## config.mk

```make
export PLATFORM = sky130hd
export DESIGN_NAME = mpshare_sched
export DESIGN_NICKNAME = d
export VERILOG_FILES = /design/src/rtl/mpshare_sched.sv
export SDC_FILE = /design/constraint.sdc
export NUM_CORES = 1
export LEC_CHECK = 0
export CAP_MARGIN = 25
export CORE_MARGIN = 2
export CORE_UTILIZATION = 34
export CTS_CLUSTER_SIZE = 14
export DETAILED_ROUTE_END_ITERATION = 16
export PLACE_DENSITY_LB_ADDON = 0.1
export SYNTH_ARGS = -nofsm -noshare
export SYNTH_HDL_FRONTEND = slang
export SYNTH_SLANG_ARGS = --single-unit
```

## constraint.sdc

```tcl
create_clock -name clk -period 3.79 [get_ports clk]
set_clock_uncertainty 0.15 [all_clocks]
set_input_delay 0.758 -clock clk [delete_from_list [all_inputs] [get_ports clk]]
set_output_delay 0.758 -clock clk [all_outputs]
set_load 0.01 [all_outputs]
```

## src/rtl/mpshare_sched.sv

```systemverilog
`default_nettype none
// ============================================================================
//  Module   : mpshare_sched
//  Purpose  : Time-shares one 24x16 multiplier between three sample-rate
//             conversion stages (2: 96to192, 1: 48to96, 0: 441to48). Each
//             frame tick latches the set of stages the input rate needs, then
//             grants them in order 2, 1, 0. Each grant window lasts at most
//             SLOT_MAX cycles and is followed by GAP idle cycles so the
//             multiplier pipeline can drain.
//  Ports    : clk, rst       - clock, synchronous active-high reset
//             rate_i[3:0]    - input rate select (highest set bit wins)
//             pop_i[1:0]     - frame tick when nonzero
//             done_i[2:0]    - per-stage "multiply work finished"
//             mpcand_i[71:0] - per-stage multiplicands (24 bits each)
//             mplier_i[47:0] - per-stage multipliers (16 bits each)
//             mpready_o[2:0] - one-hot grant
//             mpcand_o/mplier_o - operands of the granted stage, else 0
//             busy_o         - frame in progress
//             timeout_o      - pulse: window expired without done
//             overrun_o      - pulse: frame tick arrived while busy
//  Revision : 1.0 - initial release
// ============================================================================
module mpshare_sched #(
    parameter int SLOT_MAX = 40,
    parameter int GAP      = 2
) (
    input  logic        clk,
    input  logic        rst,
    input  logic [3:0]  rate_i,
    input  logic [1:0]  pop_i,
    input  logic [2:0]  done_i,
    input  logic [71:0] mpcand_i,
    input  logic [47:0] mplier_i,
    output logic [2:0]  mpready_o,
    output logic [23:0] mpcand_o,
    output logic [15:0] mplier_o,
    output logic        busy_o,
    output logic        timeout_o,
    output logic        overrun_o
);

    localparam logic [1:0] c_S_IDLE  = 2'd0;
    localparam logic [1:0] c_S_GRANT = 2'd1;
    localparam logic [1:0] c_S_GAP   = 2'd2;

    // One counter serves both the grant window and the gap.
    localparam int c_CNT_MAX = (SLOT_MAX > GAP) ? SLOT_MAX : GAP;
    localparam int c_CW      = (c_CNT_MAX > 1) ? $clog2(c_CNT_MAX) : 1;
    localparam logic [c_CW-1:0] c_WIN_LAST = c_CW'(SLOT_MAX - 1);
    localparam logic [c_CW-1:0] c_GAP_LAST = c_CW'((GAP > 0) ? GAP - 1 : 0);

    logic [1:0]      r_state;
    logic [1:0]      r_stage;
    logic [2:0]      r_mask;   // stages of this frame not yet served
    logic [c_CW-1:0] r_cnt;

    logic            w_tick;
    logic [2:0]      w_rate_mask;
    logic [2:0]      w_stage_oh;
    logic            w_done;
    logic            w_win_last;
    logic            w_win_end;
    logic [2:0]      w_rem_mask;

    // Highest-priority enabled stage (2 first).
    function automatic logic [1:0] f_first(input logic [2:0] m);
        if (m[2])      return 2'd2;
        else if (m[1]) return 2'd1;
        else           return 2'd0;
    endfunction

    assign w_tick = |pop_i;

    always_comb begin
        w_rate_mask = 3'b111;
        if (rate_i[3])      w_rate_mask = 3'b000;
        else if (rate_i[2]) w_rate_mask = 3'b100;
        else if (rate_i[1]) w_rate_mask = 3'b110;
    end

    always_comb begin
        w_stage_oh = 3'b000;
        case (r_stage)
            2'd0:    w_stage_oh = 3'b001;
            2'd1:    w_stage_oh = 3'b010;
            2'd2:    w_stage_oh = 3'b100;
            default: w_stage_oh = 3'b000;
        endcase
    end

    // Only the granted stage's done bit matters.
    assign w_done     = |(done_i & w_stage_oh);
    assign w_win_last = (r_state == c_S_GRANT) && (r_cnt == c_WIN_LAST);
    assign w_win_end  = (r_state == c_S_GRANT) && (w_done || (r_cnt == c_WIN_LAST));
    assign w_rem_mask = r_mask & ~w_stage_oh;

    always_ff @(posedge clk) begin
        if (rst) begin
            r_state <= c_S_IDLE;
            r_stage <= 2'd0;
            r_mask  <= 3'b000;
            r_cnt   <= '0;
        end else if (w_tick) begin
            // A tick always (re)starts the frame, aborting any open window.
            r_mask  <= w_rate_mask;
            r_stage <= f_first(w_rate_mask);
            r_cnt   <= '0;
            r_state <= (|w_rate_mask) ? c_S_GRANT : c_S_IDLE;
        end else begin
            case (r_state)
                c_S_GRANT: begin
                    if (w_win_end) begin
                        r_mask <= w_rem_mask;
                        r_cnt  <= '0;
                        if (GAP > 0) begin
                            r_state <= c_S_GAP;
                        end else begin
                            r_stage <= f_first(w_rem_mask);
                            r_state <= (|w_rem_mask) ? c_S_GRANT : c_S_IDLE;
                        end
                    end else begin
                        r_cnt <= r_cnt + c_CW'(1);
                    end
                end
                c_S_GAP: begin
                    if (r_cnt == c_GAP_LAST) begin
                        r_cnt   <= '0;
                        r_stage <= f_first(r_mask);
                        r_state <= (|r_mask) ? c_S_GRANT : c_S_IDLE;
                    end else begin
                        r_cnt <= r_cnt + c_CW'(1);
                    end
                end
                default: begin
                    r_state <= c_S_IDLE;
                end
            endcase
        end
    end

    // Outputs are gated by rst so they read zero for the whole reset pulse,
    // including the cycle before the registers have been cleared.
    always_comb begin
        mpready_o = 3'b000;
        mpcand_o  = 24'h0;
        mplier_o  = 16'h0;
        if (!rst && (r_state == c_S_GRANT)) begin
            mpready_o = w_stage_oh;
            case (r_stage)
                2'd0: begin
                    mpcand_o = mpcand_i[23:0];
                    mplier_o = mplier_i[15:0];
                end
                2'd1: begin
                    mpcand_o = mpcand_i[47:24];
                    mplier_o = mplier_i[31:16];
                end
                2'd2: begin
                    mpcand_o = mpcand_i[71:48];
                    mplier_o = mplier_i[47:32];
                end
                default: begin
                    mpcand_o = 24'h0;
                    mplier_o = 16'h0;
                end
            endcase
        end
    end

    assign busy_o    = !rst && (r_state != c_S_IDLE);
    // A simultaneous done wins over expiry; a tick aborts the window instead.
    assign timeout_o = !rst && !w_tick && w_win_last && !w_done;
    assign overrun_o = !rst && w_tick && (r_state != c_S_IDLE);

endmodule
`default_nettype wire

```

==> results.json, run 1 <==
{
  "outcome": "completed",
  "maxCapViolations": 0,
  "wl_per_cell_um": 15.48,
  "syn_avg_cell_area_um2": 6.578,
  "finalHoldViolCount": 0,
  "async_flop_share": 0,
  "finalSetupTns_ns": 0,
  "pin_count": 177,
  "die_w_um": 79.04,
  "ys_types": 40,
  "grt.total_usage": 0.2420,
  "netlist_top_cells_count": "86 x nor2_1, 50 x a21oi_1, 42 x mux2i_1",
  "gp_congestion": 0.8435,
  "synthFlopType": "dfxtp_1",
  "vias": 2691,
  "drive_gt1_frac": 0.03974,
  "max_freq_ghz": 0.2983,
  "cts_resized": 0,
  "antenna_found_initial": 0,
  "grt_max_degree": 49,
  "cp.arrival_ns": 2.44,
  "dp.final_hpwl_mm": 6.290,
  "ys_seq_area_frac": 0.1359,
  "worst_hold_slack_ns": 0.3620,
  "grt_pass1_vias": 2542,
  "routed_wirelength_mm": 8.129,
  "drtAntennaViolNets": 0,
  "power_density_nw_per_um2": 147.7,
  "ff_latch_area_um2": 262.8,
  "postCtsSetupBuffers": 0,
  "tightest_slew_ns": 0.5127,
  "multi_input_area_um2": 1511,
  "timing.final.max_slew_violations": 0,
  "drt-vias-per-instance": 5.126,
  "crit_path_end_kind": "output port",
  "holdBufCountCts": 0,
  "drc_errors": 0,
  "min_path_type": "reg2reg",
  "yosysWarnings": 0,
  "yosysMostFrequentCell": "nor2_1",
  "synthesis.nets": 427,
  "nets": 590,
  "dieHeight_um": 79.04,
  "antenna_cells": 0,
  "slowest_stage": "clkdlybuf4s50_1",
  "fin_crit_sh": 0.8844,
  "synthDominantCellAreaShare": 0.2196,
  "drtIter0Drc": 143,
  "clkTransAtPathRegs_ns": 0.06,
  "path_class": "in2out",
  "stdcell_count": 525,
  "cts_max_level": 1,
  "synth.area.top_cells": "mux2i_1 22%, nor2_1 17%, dfxtp_1 14%",
  "path_common_cell": "clkdlybuf4s50_1",
  "period_minus_slack_ns": 3.352,
  "slowest_delay_ns": 0.57,
  "start_util": 0.3498,
  "cts_num_sinks": 13,
  "yosysTopAreaCell": "mux2i_1",
  "place.port_buffers": 175,
  "place_inst": 521,
  "syn_area_um2": 1914,
  "insertion_delay_ns": 0.25,
  "ys_seq_elements": 13,
  "timing.slew.headroom": 0.6582,
  "clock_path_buffers": 2,
  "worstHoldPathCells": 2,
  "synth_edf_count": 0,
  "r2r_cells": 6,
  "coreArea_um2": 5473,
  "grt_pass1_wl_mm": 12.22,
  "netlist_instances": 291,
  "leakage_nw": 1.299,
  "die_area_um2": 6247,
  "cp.required_ns": 2.88,
  "fill_cells": 504,
  "ir_worst_vdd_uv": 137.1,
  "setup.worst_path.start_class": "input port",
  "crit_chain": "clkdlybuf4s50_1, nand2b_1, buf_4, nor3b_1, clkdlybuf4s50_1",
  "cts_tree": "done",
  "setup_violations": 0,
  "cts_root_buffer": "clkbuf_8",
  "area_delta_synth_final_pct": 95.88,
  "overflow": 0,
  "drt_pass1_iterations": 5,
  "numCtsBuffers": 3,
  "num_rows": 27,
  "crit_fanout": 43,
  "rsz0062_at_grt": "false"
}
==> per-layer routing <==
metal | global-route usage | wire length, µm
met1 | 0.2933 | 3228
met3 | 0.05795 | 647
met2 | 0.4246 | 4022
met4 | 0.06724 | 231
met5 | 0 | 0
==> sequential cells by signal (all words and copies together), names as in the netlist <==
signal,flops
r_cnt,6
r_mask,3
r_stage,2
r_state,2
==> metrics by stage <==
stage	instance area (µm²)	total power [W]	utilization	setup slack, ns
6_report	3750	0.0005539	0.6852	0.4380
5_1_grt	3750	0.0005900	0.6852	0.3542
4_1_cts	3750	0.0005560	0.6852	0.4437
3_5_place_dp	3704	0.0004278	0.6767	0.4556
3_3_place_gp	3704	0.0004221	0.6767	0.4516
2_1_floorplan	1914	0.0002481	-	1.241
==> worst paths after layout <==
kind | from | endpoint | slack (ns)
setup / recovery | rst | mpready_o[1] | 0.44
setup reg to reg | r_cnt[1]$_SDFFE_PP0P_ | r_state[0]$_SDFFE_PP0P_ | 1.83
hold / removal | r_cnt[1]$_SDFFE_PP0P_ | r_cnt[1]$_SDFFE_PP0P_ | 0.36
hold reg to reg | r_cnt[1]$_SDFFE_PP0P_ | r_cnt[1]$_SDFFE_PP0P_ | 0.36
==> cell families after synthesis <==
group,count (synthesis),share of synthesized area
DFF,13,0.1359
xor gates and xnor gates,2,0.009152
AOI/OAI and AO/OA,66,0.2007
muxes,43,0.2255
and+or+nand+nor,132,0.3203
adders and majority gates,5,0.03268
buffers and inverters,30,0.07582
==> layout by cell type (no fill, tap or decap), types with 2 or more instances in the layout <==
| cell type | instances |
|---|---|
| clkbuf_8 | 3 |
| ha_1 | 5 |
| nor3_1 | 3 |
| buf_4 | 6 |
| inv_1 | 5 |
| nor2b_1 | 3 |
| a211oi_1 | 4 |
| nand2_1 | 7 |
| clkdlybuf4s50_1 | 175 |
| or2_1 | 2 |
| nand2b_1 | 7 |
| o311ai_0 | 2 |
| or3_1 | 5 |
| nand4_1 | 5 |
| nor3b_2 | 2 |
| and3_1 | 2 |
| dfxtp_2 | 2 |
| nor2_1 | 85 |
| nand3_1 | 3 |
| mux2i_1 | 42 |
| xor2_1 | 2 |
| a21oi_1 | 50 |
| nor3b_1 | 2 |
| nand4b_1 | 3 |
| dfxtp_1 | 11 |
==> final cells by class <==
type,count,share of cell area
sequential,13,0.07007
inverter,6,0.006006
clock inverter,1,0.001335
tap,72,0.02402
multi-input combinational,248,0.4031
clock buffer,3,0.01101
timing repair buffer,182,0.4845
==> worst max-delay path, delay by kind of cell <==
| family | cells | cell delay, ns |
|---|---|---|
| AND/OR/NAND/NOR | 2 | 0.41 |
| buffers and inverters | 3 | 1.26 |
==> power by group <==
part           internal (W)  total, W  switching, W
combinational      0.000181  0.000285      0.000103
sequential         0.000140  0.000142    0.00000215
clock             0.0000728  0.000127     0.0000544
No activity file was read; power rests on OpenSTA's default activity.
==> inputs of run 2 (changes only) <==
--- a/config.mk
+++ b/config.mk
@@ -8,6 +8,7 @@
 export CAP_MARGIN = 25
 export CORE_MARGIN = 2
 export CORE_UTILIZATION = 34
+export CTS_CLUSTER_DIAMETER = 50
 export CTS_CLUSTER_SIZE = 14
 export DETAILED_ROUTE_END_ITERATION = 16
 export PLACE_DENSITY_LB_ADDON = 0.1
==> results of run 2 <==
Final layout, timing and power as in run 1 (identical DEF).
==> inputs of run 3 (changes only) <==
--- a/config.mk
+++ b/config.mk
@@ -7,7 +7,7 @@
 export LEC_CHECK = 0
 export CAP_MARGIN = 25
 export CORE_MARGIN = 2
-export CORE_UTILIZATION = 34
+export CORE_UTILIZATION = 28
 export CTS_CLUSTER_DIAMETER = 50
 export CTS_CLUSTER_SIZE = 14
 export DETAILED_ROUTE_END_ITERATION = 16
==> constraint.sdc (replaced) <==
create_clock -name clk -period 2.7 [get_ports clk]
set_clock_uncertainty 0.15 [all_clocks]
set_input_delay 0.54 -clock clk [delete_from_list [all_inputs] [get_ports clk]]
set_output_delay 0.54 -clock clk [all_outputs]
set_load 0.01 [all_outputs]
==> results.json, run 3 (same netlist as run 1, synthesis figures left out) <==
{
  "crit_path_end_kind": "output port",
  "crit_fanout": 20,
  "min_to": "r_cnt[1]$_SDFFE_PP0P_",
  "grt_pass1_vias": 2581,
  "max_freq_ghz": 0.3789,
  "coreArea_um2": 6719,
  "tightest_slew_ns": 0.4001,
  "overflow": 0,
  "worst_hold_slack_ns": 0.3594,
  "pin_count": 177,
  "drc_errors": 0,
  "wl_per_cell_um": 15.68,
  "grt_pass1_wl_mm": 12.53,
  "dieHeight_um": 86.69,
  "postCtsSetupBuffers": 0,
  "setup_violations": 0,
  "insertion_delay_ns": 0.24,
  "finalHoldViolCount": 0,
  "timing.final.max_slew_violations": 0,
  "antenna_found_initial": 0,
  "vias": 2717,
  "holdBufCountCts": 0,
  "outcome": "completed",
  "met3_usage": 0.04095,
  "die_w_um": 86.69,
  "holdCritStartpoint": "r_cnt[1]$_SDFFE_PP0P_",
  "drt_pass1_iterations": 4,
  "cp.arrival_ns": 1.95,
  "nets": 595,
  "start_util": 0.2849,
  "r2r_cells": 6,
  "ff_latch_area_um2": 265.3,
  "clkTransAtPathRegs_ns": 0.06,
  "final_common_cell": "clkdlybuf4s50_1",
  "setup.worst_path.start_class": "input port",
  "drtAntennaViolNets": 0,
  "fill_cells": 652,
  "num_rows": 30,
  "layout_common_cells": "132 x clkdlybuf4s50_1, 85 x nor2_1, 50 x a21oi_1",
  "largest_reg_flops": 6,
  "die_area_um2": 7514,
  "finalSetupTns_ns": 0,
  "cts_max_level": 1,
  "routed_wirelength_mm": 8.437,
  "numCtsBuffers": 3,
  "path_class": "in2out",
  "fin_crit_sh": 0.9775,
  "ir_worst_vdd_uv": 234.9,
  "drive_gt1_frac": 0.05022,
  "gr-usage-met2": 0.3776,
  "timing.slew.headroom": 0.7333,
  "min_path_type": "reg2reg",
  "regMostFlops": "r_cnt",
  "drt-vias-per-instance": 5.050,
  "busiest_layer": "met2",
  "gp_congestion": 0.7837,
  "worstHoldPathCells": 2,
  "cts_root_buffer": "clkbuf_8",
  "power_density_nw_per_um2": 200.4,
  "timing.rr.end": "r_state[0]$_SDFFE_PP0P_",
  "multi_input_area_um2": 1519,
  "dp.final_hpwl_mm": 6.362,
  "use_met1": 0.2445,
  "drtIter0Drc": 140,
  "largest_registers": "r_cnt x6, r_mask x3",
  "cts_tree": "done",
  "maxCapViolations": 0,
  "worstReg2RegStart": "r_cnt[1]$_SDFFE_PP0P_",
  "rrSetupSlack_ns": 0.76,
  "grt.total_usage": 0.2044,
  "leakage_nw": 1.838,
  "rsz0062_at_grt": "false",
  "cts_num_sinks": 13,
  "place.port_buffers": 175,
  "grt_max_degree": 49,
  "cp.required_ns": 2.01,
  "area_delta_synth_final_pct": 103.6,
  "antenna_cells": 0,
  "clock_path_buffers": 2,
  "period_minus_slack_ns": 2.639
}
==> run 3: cell types whose count changed in the layout (fill, tap and decap cells not counted), moves of 3 or more <==
| cell | previous run | this run |
|---|---|---|
| dlygate4sd2_1 | 0 | 21 |
| dlymetal6s2s_1 | 0 | 22 |
| buf_12 | 1 | 4 |
| clkdlybuf4s50_1 | 175 | 132 |
==> run 3: where the power goes <==
part	internal, W	switching [W]	total [W]
Combinational	0.000257	0.000146	0.000403
Clock	0.000104	0.0000745	0.000179
Sequential	0.000196	0.00000376	0.000199
==> run 3: through the flow <==
step | setup slack, ns | utilization | area [µm²] | power [W] | instances
floorplan | 0.5867 | - | 1914 | 0.0003483 | 291
global placement | -0.1232 | 0.5628 | 3781 | 0.0006052 | 533
detailed placement | -0.1473 | 0.5628 | 3781 | 0.0006113 | 533
CTS | 0.0004252 | 0.5678 | 3815 | 0.0007885 | 537
global route | 0.02072 | 0.5801 | 3897 | 0.0008306 | 538
finish | 0.06073 | 0.5801 | 3897 | 0.0007812 | 538
==> run 3: worst max-delay path by stage <==
stage / startpoint / end / cells past startpoint
2_1_floorplan: rst / mpcand_o[0] / 5
3_3_place_gp: rst / mpready_o[1] / 5
4_1_cts: rst / mpready_o[0] / 5
3_5_place_dp: rst / mpready_o[1] / 5
5_1_grt: rst / mpcand_o[13] / 5
6_report: rst / mpcand_o[13] / 5
==> run 3: area by class of cell <==
type	count	share of cell area
Inverter	6	0.005778
Timing Repair Buffer	187	0.4992
Sequential cell	13	0.06806
Multi-Input combinational cell	248	0.3897
Clock buffer	4	0.01156
Tap cell	80	0.02568
==> run 3: critical path: stages <==
cell and delay [ns]:
clkdlybuf4s50_1 0.42, nand2b_4 0.18, buf_8 0.17, nor2_1 0.10, clkdlybuf4s50_1 0.53
==> run 3: per-layer routing <==
layer / routed length (µm) / share of wire
met1: 3402 / 0.40
met2: 4306 / 0.51
met3: 587 / 0.070
met4: 141 / 0.017
met5: 0 / 0
==> run 3: what timing repair did <==
| action | CTS | global route |
|---|---|---|
| cloned | 0 | 1 |
| endpoints found under the setup margin | 44 | 24 |
| resized for setup | 25 | 23 |
